**config.mk**
```make
export PLATFORM = sky130hd
export DESIGN_NAME = mic_clap_controller_flat
export DESIGN_NICKNAME = d
export VERILOG_FILES = /design/src/rtl/mic_clap_controller_if.sv /design/src/rtl/mic_clap_controller.sv /design/src/flat_wrapper.sv
export SDC_FILE = /design/constraint.sdc
export NUM_CORES = 1
export LEC_CHECK = 0
export CORE_AREA = 2 2 86 80
export CTS_BUF_LIST = sky130_fd_sc_hd__clkbuf_4
export DETAILED_ROUTE_END_ITERATION = 6
export DIE_AREA = 0 0 88 82
export GPL_ROUTABILITY_DRIVEN = 1
export PLACE_DENSITY = 0.68
export SYNTH_ARGS = -nofsm -noshare
export SYNTH_HDL_FRONTEND = slang
export SYNTH_SLANG_ARGS = --single-unit
```
**constraint.sdc**
```tcl
create_clock -name clk -period 5.6 [get_ports clk]
set_clock_uncertainty 0.05 [all_clocks]
set_input_delay 0.56 -clock clk [delete_from_list [all_inputs] [get_ports clk]]
set_output_delay 0.56 -clock clk [all_outputs]
set_load 0.01 [all_outputs]
```
**src/rtl/mic_clap_controller_if.sv**
```systemverilog
// PDM microphone pin bundle: clock and channel select from the
// controller (master), 1-bit data back from the microphone (slave).
interface mic_clap_controller_if;
  logic M_CLK;
  logic M_LRSEL;
  logic M_DATA;

  modport master (
    output M_CLK,
    output M_LRSEL,
    input  M_DATA
  );

  modport slave (
    input  M_CLK,
    input  M_LRSEL,
    output M_DATA
  );
endinterface

```
**src/rtl/mic_clap_controller.sv**
```systemverilog
// PDM mic sequencer: M_CLK generation, window decimation into
// |ones - half| activity, and warm-up/listen/hold-off clap detection.
// Ports: clk, reset_n (sync, active-low), enable_mike, mic (master
//   bundle: M_CLK, M_LRSEL, M_DATA), clap, activity, activity_valid,
//   state, LED.
// Option: define MIC_LEVEL_LED_EN to build the LED bar graph;
//   otherwise LED is tied to 0.
module mic_clap_controller #(
  parameter int CLK_DIV         = 20,
  parameter int WINDOW_LOG2     = 8,
  parameter int THRESHOLD       = 64,
  parameter int WARMUP_WINDOWS  = 100,
  parameter int HOLDOFF_WINDOWS = 2000
) (
  input  logic                   clk,
  input  logic                   reset_n,
  input  logic                   enable_mike,
  mic_clap_controller_if.master  mic,
  output logic                   clap,
  output logic [WINDOW_LOG2-1:0] activity,
  output logic                   activity_valid,
  output logic [1:0]             state,
  output logic [15:0]            LED
);

  localparam int W = WINDOW_LOG2;

  localparam logic [1:0] IDLE    = 2'd0;
  localparam logic [1:0] WARMUP  = 2'd1;
  localparam logic [1:0] LISTEN  = 2'd2;
  localparam logic [1:0] HOLDOFF = 2'd3;

  localparam logic [7:0]  DIV_LAST = 8'(CLK_DIV - 1);
  localparam logic [11:0] WU_LAST  = 12'(WARMUP_WINDOWS - 1);
  localparam logic [11:0] HO_LAST  = 12'(HOLDOFF_WINDOWS - 1);
  localparam logic [W-1:0] THR     = W'(THRESHOLD);
  localparam logic [W:0]  HALF     = {2'b01, {(W-1){1'b0}}};

  logic         m_clk;
  logic [7:0]   div_cnt;
  logic [W-1:0] samp_cnt;
  logic [W:0]   ones;
  logic [W:0]   total;
  logic [11:0]  win_cnt;
  logic [W-1:0] act_nxt;
  logic         div_last;
  logic         sample_stb;
  logic         win_close;
  logic         loud;

  assign mic.M_CLK   = m_clk;
  assign mic.M_LRSEL = 1'b1;

  assign div_last   = div_cnt == DIV_LAST;
  // Sample on the high->low M_CLK edge.
  assign sample_stb = (state != IDLE) && div_last && m_clk;
  assign win_close  = sample_stb && (samp_cnt == '1);

  // total spans 0..2^W, so |total - half| always fits in W bits.
  assign total   = ones + {{W{1'b0}}, mic.M_DATA};
  assign act_nxt = (total >= HALF) ? W'(total - HALF)
                                   : W'(HALF - total);
  assign loud    = act_nxt >= THR;

`ifdef MIC_LEVEL_LED_EN
  logic [W+4:0] lvl;
  logic [15:0]  led_nxt;

  // lvl = act >> (W-5), written so it also holds for W < 5.
  always_comb begin
    lvl     = {act_nxt, 5'b0} >> W;
    led_nxt = '0;
    for (int i = 0; i < 16; i++) begin
      led_nxt[i] = lvl > (W+5)'(i);
    end
  end
`else
  assign LED = 16'h0;
`endif

  always_ff @(posedge clk) begin
    if (!reset_n) begin
      state          <= IDLE;
      m_clk          <= 1'b0;
      div_cnt        <= '0;
      samp_cnt       <= '0;
      ones           <= '0;
      win_cnt        <= '0;
      clap           <= 1'b0;
      activity       <= '0;
      activity_valid <= 1'b0;
`ifdef MIC_LEVEL_LED_EN
      LED            <= '0;
`endif
    end else if (!enable_mike) begin
      // Any in-flight window close is dropped here.
      state          <= IDLE;
      m_clk          <= 1'b0;
      div_cnt        <= '0;
      samp_cnt       <= '0;
      ones           <= '0;
      win_cnt        <= '0;
      clap           <= 1'b0;
      activity_valid <= 1'b0;
`ifdef MIC_LEVEL_LED_EN
      LED            <= '0;
`endif
    end else if (state == IDLE) begin
      state          <= WARMUP;
      win_cnt        <= '0;
      clap           <= 1'b0;
      activity_valid <= 1'b0;
    end else begin
      clap           <= 1'b0;
      activity_valid <= 1'b0;

      if (div_last) begin
        div_cnt <= '0;
        m_clk   <= ~m_clk;
      end else begin
        div_cnt <= div_cnt + 8'd1;
      end

      if (win_close) begin
        samp_cnt       <= '0;
        ones           <= '0;
        activity       <= act_nxt;
        activity_valid <= 1'b1;
`ifdef MIC_LEVEL_LED_EN
        LED            <= led_nxt;
`endif
        unique case (1'b1)
          state == WARMUP: begin
            if (win_cnt == WU_LAST) begin
              state   <= LISTEN;
              win_cnt <= '0;
            end else begin
              win_cnt <= win_cnt + 12'd1;
            end
          end
          state == LISTEN: begin
            if (loud) begin
              clap    <= 1'b1;
              state   <= HOLDOFF;
              win_cnt <= '0;
            end
          end
          state == HOLDOFF: begin
            if (win_cnt == HO_LAST) begin
              state   <= LISTEN;
              win_cnt <= '0;
            end else begin
              win_cnt <= win_cnt + 12'd1;
            end
          end
          default: ;
        endcase
      end else if (sample_stb) begin
        samp_cnt <= samp_cnt + {{(W-1){1'b0}}, 1'b1};
        ones     <= ones + {{W{1'b0}}, mic.M_DATA};
      end
    end
  end

endmodule

```
**src/flat_wrapper.sv**
```systemverilog
// flat-port wrapper written by rule: the top's interface ports become plain ports
module mic_clap_controller_flat 
#(
  parameter int CLK_DIV         = 20,
  parameter int WINDOW_LOG2     = 8,
  parameter int THRESHOLD       = 64,
  parameter int WARMUP_WINDOWS  = 100,
  parameter int HOLDOFF_WINDOWS = 2000
)
  (clk, reset_n, enable_mike, clap, activity, activity_valid, state, LED, mic_M_CLK, mic_M_LRSEL, mic_M_DATA);
  mic_clap_controller_if mic_i ();
  input  logic clk;
  input  logic reset_n;
  input  logic enable_mike;
  output logic clap;
  output logic [WINDOW_LOG2-1:0] activity;
  output logic activity_valid;
  output logic [1:0] state;
  output logic [15:0] LED;
  output wire logic [$bits(mic_i.M_CLK)-1:0] mic_M_CLK;
  output wire logic [$bits(mic_i.M_LRSEL)-1:0] mic_M_LRSEL;
  input wire logic [$bits(mic_i.M_DATA)-1:0] mic_M_DATA;
  assign mic_M_CLK = mic_i.M_CLK;
  assign mic_M_LRSEL = mic_i.M_LRSEL;
  assign mic_i.M_DATA = mic_M_DATA;
  mic_clap_controller #(.CLK_DIV(CLK_DIV), .WINDOW_LOG2(WINDOW_LOG2), .THRESHOLD(THRESHOLD), .WARMUP_WINDOWS(WARMUP_WINDOWS), .HOLDOFF_WINDOWS(HOLDOFF_WINDOWS)) u_core (.clk(clk), .reset_n(reset_n), .enable_mike(enable_mike), .mic(mic_i), .clap(clap), .activity(activity), .activity_valid(activity_valid), .state(state), .LED(LED));
endmodule
```
==> Word-level counts from Yosys, hierarchy flattened <==
Index checks and enable logic that the tools add are counted.
{ "op_classes": {"n_bitwise": 6, "eq_ne": 13, "reduce_logical": 18, "addsub": 6, "n_lt_le_gt_ge": 2, "mux": 18} }
{ "ops": {"columns": ["cell", "count"], "rows": [
  ["$mux W12", 3],
  ["$pmux W12 S3", 1],
  ["$mux W8", 4],
  ["$mux W9", 2],
  ["$add A8 B1 Y8 const B", 2],
  ["$add A12 B1 Y12 const B", 1],
  ["$eq A12 B11 Y1 const B", 1],
  ["$eq A12 B7 Y1 const B", 1],
  ["$reduce_and A5 Y1", 2],
  ["$add A9 B1 Y9", 1],
  ["$ge A9 B8 Y1 const B", 1],
  ["$eq A8 B5 Y1 const B", 1],
  ["$eq A8 B8 Y1 const B", 1],
  ["$ge A8 B7 Y1 const B", 1],
  ["$sub A8 B8 Y8 const A", 1],
  ["$sub A8 B8 Y8 const B", 1],
  ["$mux W2", 3],
  ["$ne A3 B2 Y1 const B", 2],
  ["$not A1 Y1", 6],
  ["$pmux W2 S3", 1],
  ["$reduce_and A2 Y1", 3],
  ["$reduce_and A3 Y1", 2],
  ["$reduce_bool A2 Y1", 3],
  ["$reduce_or A5 Y1", 1],
  ["other kinds (11)", 18]
]} }
{ "word_totals": {"regBits": 50, "out_inout_bits": 30, "elab_cells": 73} }

==> Depth between registers and ports, before layout <==
{ "depth": {"depth_word": 8, "depth_mapped": 10, "depth_no_buf": 8} }

==> Least setup slack after synthesis <==
OpenSTA, ideal clock, no wires.
{ "synth_path": {"kind": "input port to flip-flop", "startpoint": "input mic_M_DATA", "endpoint": "register u_core.win_cnt[8]", "n_path_buf": 2, "t_required_ns": 5.419, "setup_ns": 0.131, "setup_slack_ns": 3.105, "arrival_ns": 2.313, "cell_stages": 9, "path_cell_list": "ha_1 > ha_1 > buf_2 > nor4_1 > o2111a_1 > nor2_1 > o311ai_4 > buf_12 > a31oi_4"} }
{ "synth_between": {"elab_chain_len": 6, "word_cells_on_any_way": 8, "cone_classes": "3 x add/sub; 2 x order compare; 1 x eq/ne; 1 x mux; 1 x reduce/logical"} }
{ "synth_lines": {"columns": ["element", "line_no", "rtl"], "rows": [
  ["start, declared", "flat_wrapper.sv:22", "input wire logic [$bits(mic_i.M_DATA)-1:0] mic_M_DATA;"],
  ["$add A9 B1 Y9 (*)", "mic_clap_controller.sv:60", "assign total = ones + {{W{1'b0}}, mic.M_DATA};"],
  ["$sub A8 B8 Y8 (tied with other cells)", "mic_clap_controller.sv:62", ": W'(HALF - total);"],
  ["$mux W8 (*)", "mic_clap_controller.sv:61", "assign act_nxt = (total >= HALF) ? W'(total - HALF)"],
  ["$ge A8 B7 Y1 (*)", "mic_clap_controller.sv:63", "assign loud = act_nxt >= THR;"],
  ["$ne A2 B1 Y1 (no source line) (*)", null, null],
  ["$reduce_and A3 Y1 (no source line) (*)", null, null],
  ["end signal, assigned", "mic_clap_controller.sv:138", "win_cnt <= win_cnt + 12'd1;"],
  ["end signal, assigned", "mic_clap_controller.sv:153", "win_cnt <= win_cnt + 12'd1;"],
  ["end, declared", "mic_clap_controller.sv:44", "logic [11:0] win_cnt;"]
]} }
Every way passes the cells marked *; elsewhere a longest branch is shown, timed or not.
A chain may end at the register's enable or synchronous reset.

==> Worst setup path after layout <==
{ "layout_path": {"startpoint": "input mic_M_DATA", "endpoint": "register u_core.win_cnt[1]"} }
The elaborated chain is that of the path after synthesis.

==> out/results.tsv <==
stage	metric	value	unit
run_status	status	complete, no violations	
setup_path	cp-start-kind	primary input	
clock_network	postCtsHoldBufs	0	
global_routing	grt_max_degree	17	
timing	tns	0	ps
setup_path	cp-endpoint	u_core.win_cnt[1]$_SDFFE_PP0P_	
die	io_pins	34	
setup_path	cp_common_cell	ha_1	
placement	port_buffers	16	
setup_path	cp_num_buf_inv	1	
setup_path	crit_arrival	3420	ps
clock_network	clk_pin_slew	150	ps
clock_network	htreeDepth	2	
final_layout	antennaDiodeCount	0	
clock_network	cts_resized	0	
final_layout	syn2layout_area_growth	5.572	%
power_and_ir_drop	powerDensity	184.8	nW/µm²
setup_path	worstPathRequired	5860	ps
synth	synth_edf_count	0	
detailed_routing	ant_nets	0	
placement	place_area	3167	µm²
detailed_routing	first_pass_iters	5	
synth	yosys_warnings	0	
power_and_ir_drop	leakage	1.058	nW
synth	ys_ff_latch	50	
setup_path	cp-end-kind	flop	
clock_network	cts_tree	yes	
final_layout	regArea	1001	µm²
clock_network	cts-buffers-inserted	5	
final_layout	multi_input_area	1874	µm²
setup_path	regToRegSetupSlack	2740	ps
die	fp.coreArea	6341	µm²
job	drv_cap	0	
global_routing	gr-total-overflow	0	
die	rows	28	
placement	placed_cells	460	
synth	synth_area	3077	µm²
placement	hpwl	4.818	mm
detailed_routing	vias	2585	
die	die_x	88	µm
clock_network	clkSinkCount	50	
synth	seq_area_frac_synth	32.53	%
timing	rsz0062_at_grt	no	
detailed_routing	wire_per_inst	14.01	µm
timing	setup_viol	0	
min_path	worstHoldPathCells	2	
power_and_ir_drop	p_total	0.0006002	W
timing	relSlewSlack	42.22	%
setup_path	r2r_cells	8	
synth	synth_area_per_cell	8.226	µm²
final_layout	final_cell_count_no_fill	468	
setup_path	cpMaxStageDelayCell	o311ai_4	
clock_network	clockRootBuffer	clkbuf_4	
detailed_routing	vias_per_cell	5.524	
timing	period_needed	3163	ps
clock_network	insertion_delay	380	ps
global_routing	antenna_found_initial	0	
synth	synthTopCellsByArea	dfxtp_1, nand2_1, buf_4, nor2_1, a21oi_1	
synth	yosysUniqueCellTypes	68	
setup_path	cp_top_family	compound AO/OA/AOI/OAI gates	
setup_path	cp_slowest_stage_delay	750	ps
synth	postSynth.asyncResetShare	0	%
min_path	min_from	u_core.activity[3]$_SDFFE_PN0P_	
final_layout	nets	387	
synth	yosysTopAreaCell	dfxtp_1	
timing	worst_hold_slack	408.9	ps
detailed_routing	drc_errors	0	
timing	fin_crit_sh	56.47	%
timing	fmax	316.2	MHz
power_and_ir_drop	ir_drop	0.08110	mV
setup_path	cp.depth	9	
final_layout	drive_above_1_share	9.788	%
die	start_util	48.52	%
setup_path	critPathKind	in -> reg	
setup_path	rr_endpoint	u_core.win_cnt[1]$_SDFFE_PP0P_	
detailed_routing	dr.first_iter.drc_count	97	
setup_path	cp_max_fo	12	
synth	synth_flop_cell	dfxtp_1	
timing	hold_viol_final	0	
placement	gp_congestion	0.8949	
synth	netlist_instances	374	
die	fp.dieH	82	µm
detailed_routing	routed_wl	6.555	mm
global_routing	grt_pass1_vias	2375	
die	dieArea	7216	µm²
clock_network	clockBufferDepth	2	
setup_path	cp-startpoint	mic_M_DATA	
setup_path	crit_chain	clkdlybuf4s50_1, ha_1, ha_1, nand2_1, a21oi_1, o2111a_1, nor2_1, o311ai_4, mux2i_1	
global_routing	grt_pass1_wl	11.33	mm
final_layout	nFillCells	622	
timing	worst_slew_pin_slew	863.5	ps
global_routing	grt_usage	19.70	%
min_path	hp-class	reg -> reg	
synth	synth_top_area_share	32.53	%
timing	slew_viol_final	0	
setup_path	r2r-start	u_core.ones[0]$_SDFFE_PN0P_	
clock_network	post-cts-setup-buffer-count	0	
final_layout	design_area	3248	µm²
flip-flops by register name, summed over array words and instances, names as in the netlist:
| name | count |
|---|---|
| u_core.activity | 8 |
| u_core.activity_valid | 1 |
| u_core.clap | 1 |
| u_core.div_cnt | 8 |
| u_core.mic.M_CLK | 1 |
| u_core.ones | 9 |
| u_core.samp_cnt | 8 |
| u_core.state | 2 |
| u_core.win_cnt | 12 |
worst min-delay path, stage by stage, from the launching register on:
cell,delay [ps]
dfxtp_1,330
nand2_1,50
a21oi_1,50
cells by family (layout without fill, tap and decap cells):
group | after synthesis | count (layout) | share of synthesized area [%]
AO/OA/AOI/OAI | 80 | 80 | 20.05
XOR/XNOR | 21 | 21 | 5.978
adder cells (fa/ha/maj) | 6 | 6 | 2.440
buffers and inverters | 40 | 29 | 8.377
flip-flops | 50 | 50 | 32.53
multiplexers | 3 | 3 | 1.057
other | 2 | 17 | 0.2441
AND/OR/NAND/NOR | 172 | 172 | 29.32
placed cells by master, fill, tap and decap left out, types with 3 or more instances in the layout:
cell type / instances
nor4_1: 5
or4_1: 3
or3_1: 3
nand4_1: 8
xnor2_1: 9
inv_1: 5
nand2_1: 52
and3_1: 6
clkdlybuf4s50_1: 16
a22o_1: 3
o21ai_1: 5
nor2_1: 31
and2_1: 5
o22ai_2: 8
dfxtp_1: 50
conb_1: 17
ha_1: 6
xor2_1: 12
clkbuf_4: 5
nand3_1: 19
and4_1: 6
o21ai_0: 18
nor3_1: 16
a21oi_1: 23
cell usage after synthesis (7+ instances only):
| library cell | number |
|---|---|
| a21oi_1 | 23 |
| o22ai_2 | 8 |
| buf_4 | 20 |
| nand3_1 | 19 |
| o21ai_0 | 18 |
| nand4_1 | 8 |
| dfxtp_1 | 50 |
| xnor2_1 | 9 |
| xor2_1 | 12 |
| nand2_1 | 52 |
| buf_2 | 7 |
| nor3_1 | 16 |
| nor2_1 | 31 |
final cells by class:
cell class              count  share of cell area [%]
multi-input cells         299                   57.70
flip-flops and latches     50                   30.82
repair buffers             16                   4.931
well taps                  90                   3.467
clock inverters             3                   1.348
clock buffers               5                   1.156
inverters                   5                  0.5778
metrics by stage:
step                      worst slack, ps  util, %
final                                2437    51.22
after global routing                 2258    51.22
after CTS                            2459    51.22
after detailed placement             2060    49.94
after global placement               2124    49.94
after floorplan                      3105        -
where the power goes:
| group | switching [W] | internal, W | total [W] | leakage, nW |
|---|---|---|---|---|
| clock | 0.000120 | 0.0000950 | 0.000215 | 0.0456 |
| combinational | 0.0000192 | 0.00000797 | 0.0000272 | 0.609 |
| sequential | 0.00000127 | 0.000357 | 0.000358 | 0.403 |
| total | 0.000141 | 0.000460 | 0.000600 | 1.06 |
layer usage:
| layer | part of all wire [%] | wire [µm] | global-route usage (%) | vias to the layer above |
|---|---|---|---|---|
| li1 | - | - | - | 1314 |
| met1 | 49 | 3210 | 27.07 | 1190 |
| met2 | 45 | 2969 | 31.36 | 67 |
| met3 | 3.6 | 237 | 3.317 | 14 |
| met4 | 2.1 | 138 | 6.462 | 0 |
| met5 | 0 | 0 | 0 | - |
worst min-delay path by stage:
stage	endpoint	slack (ps)
floorplan	u_core.ones[0]$_SDFFE_PN0P_	380
global placement	u_core.activity[3]$_SDFFE_PN0P_	390
detailed placement	u_core.activity[4]$_SDFFE_PN0P_	390
CTS	u_core.activity[5]$_SDFFE_PN0P_	410
global route	u_core.activity[0]$_SDFFE_PN0P_	440
finish	u_core.activity[3]$_SDFFE_PN0P_	410
(Power assumes the default switching activity.)
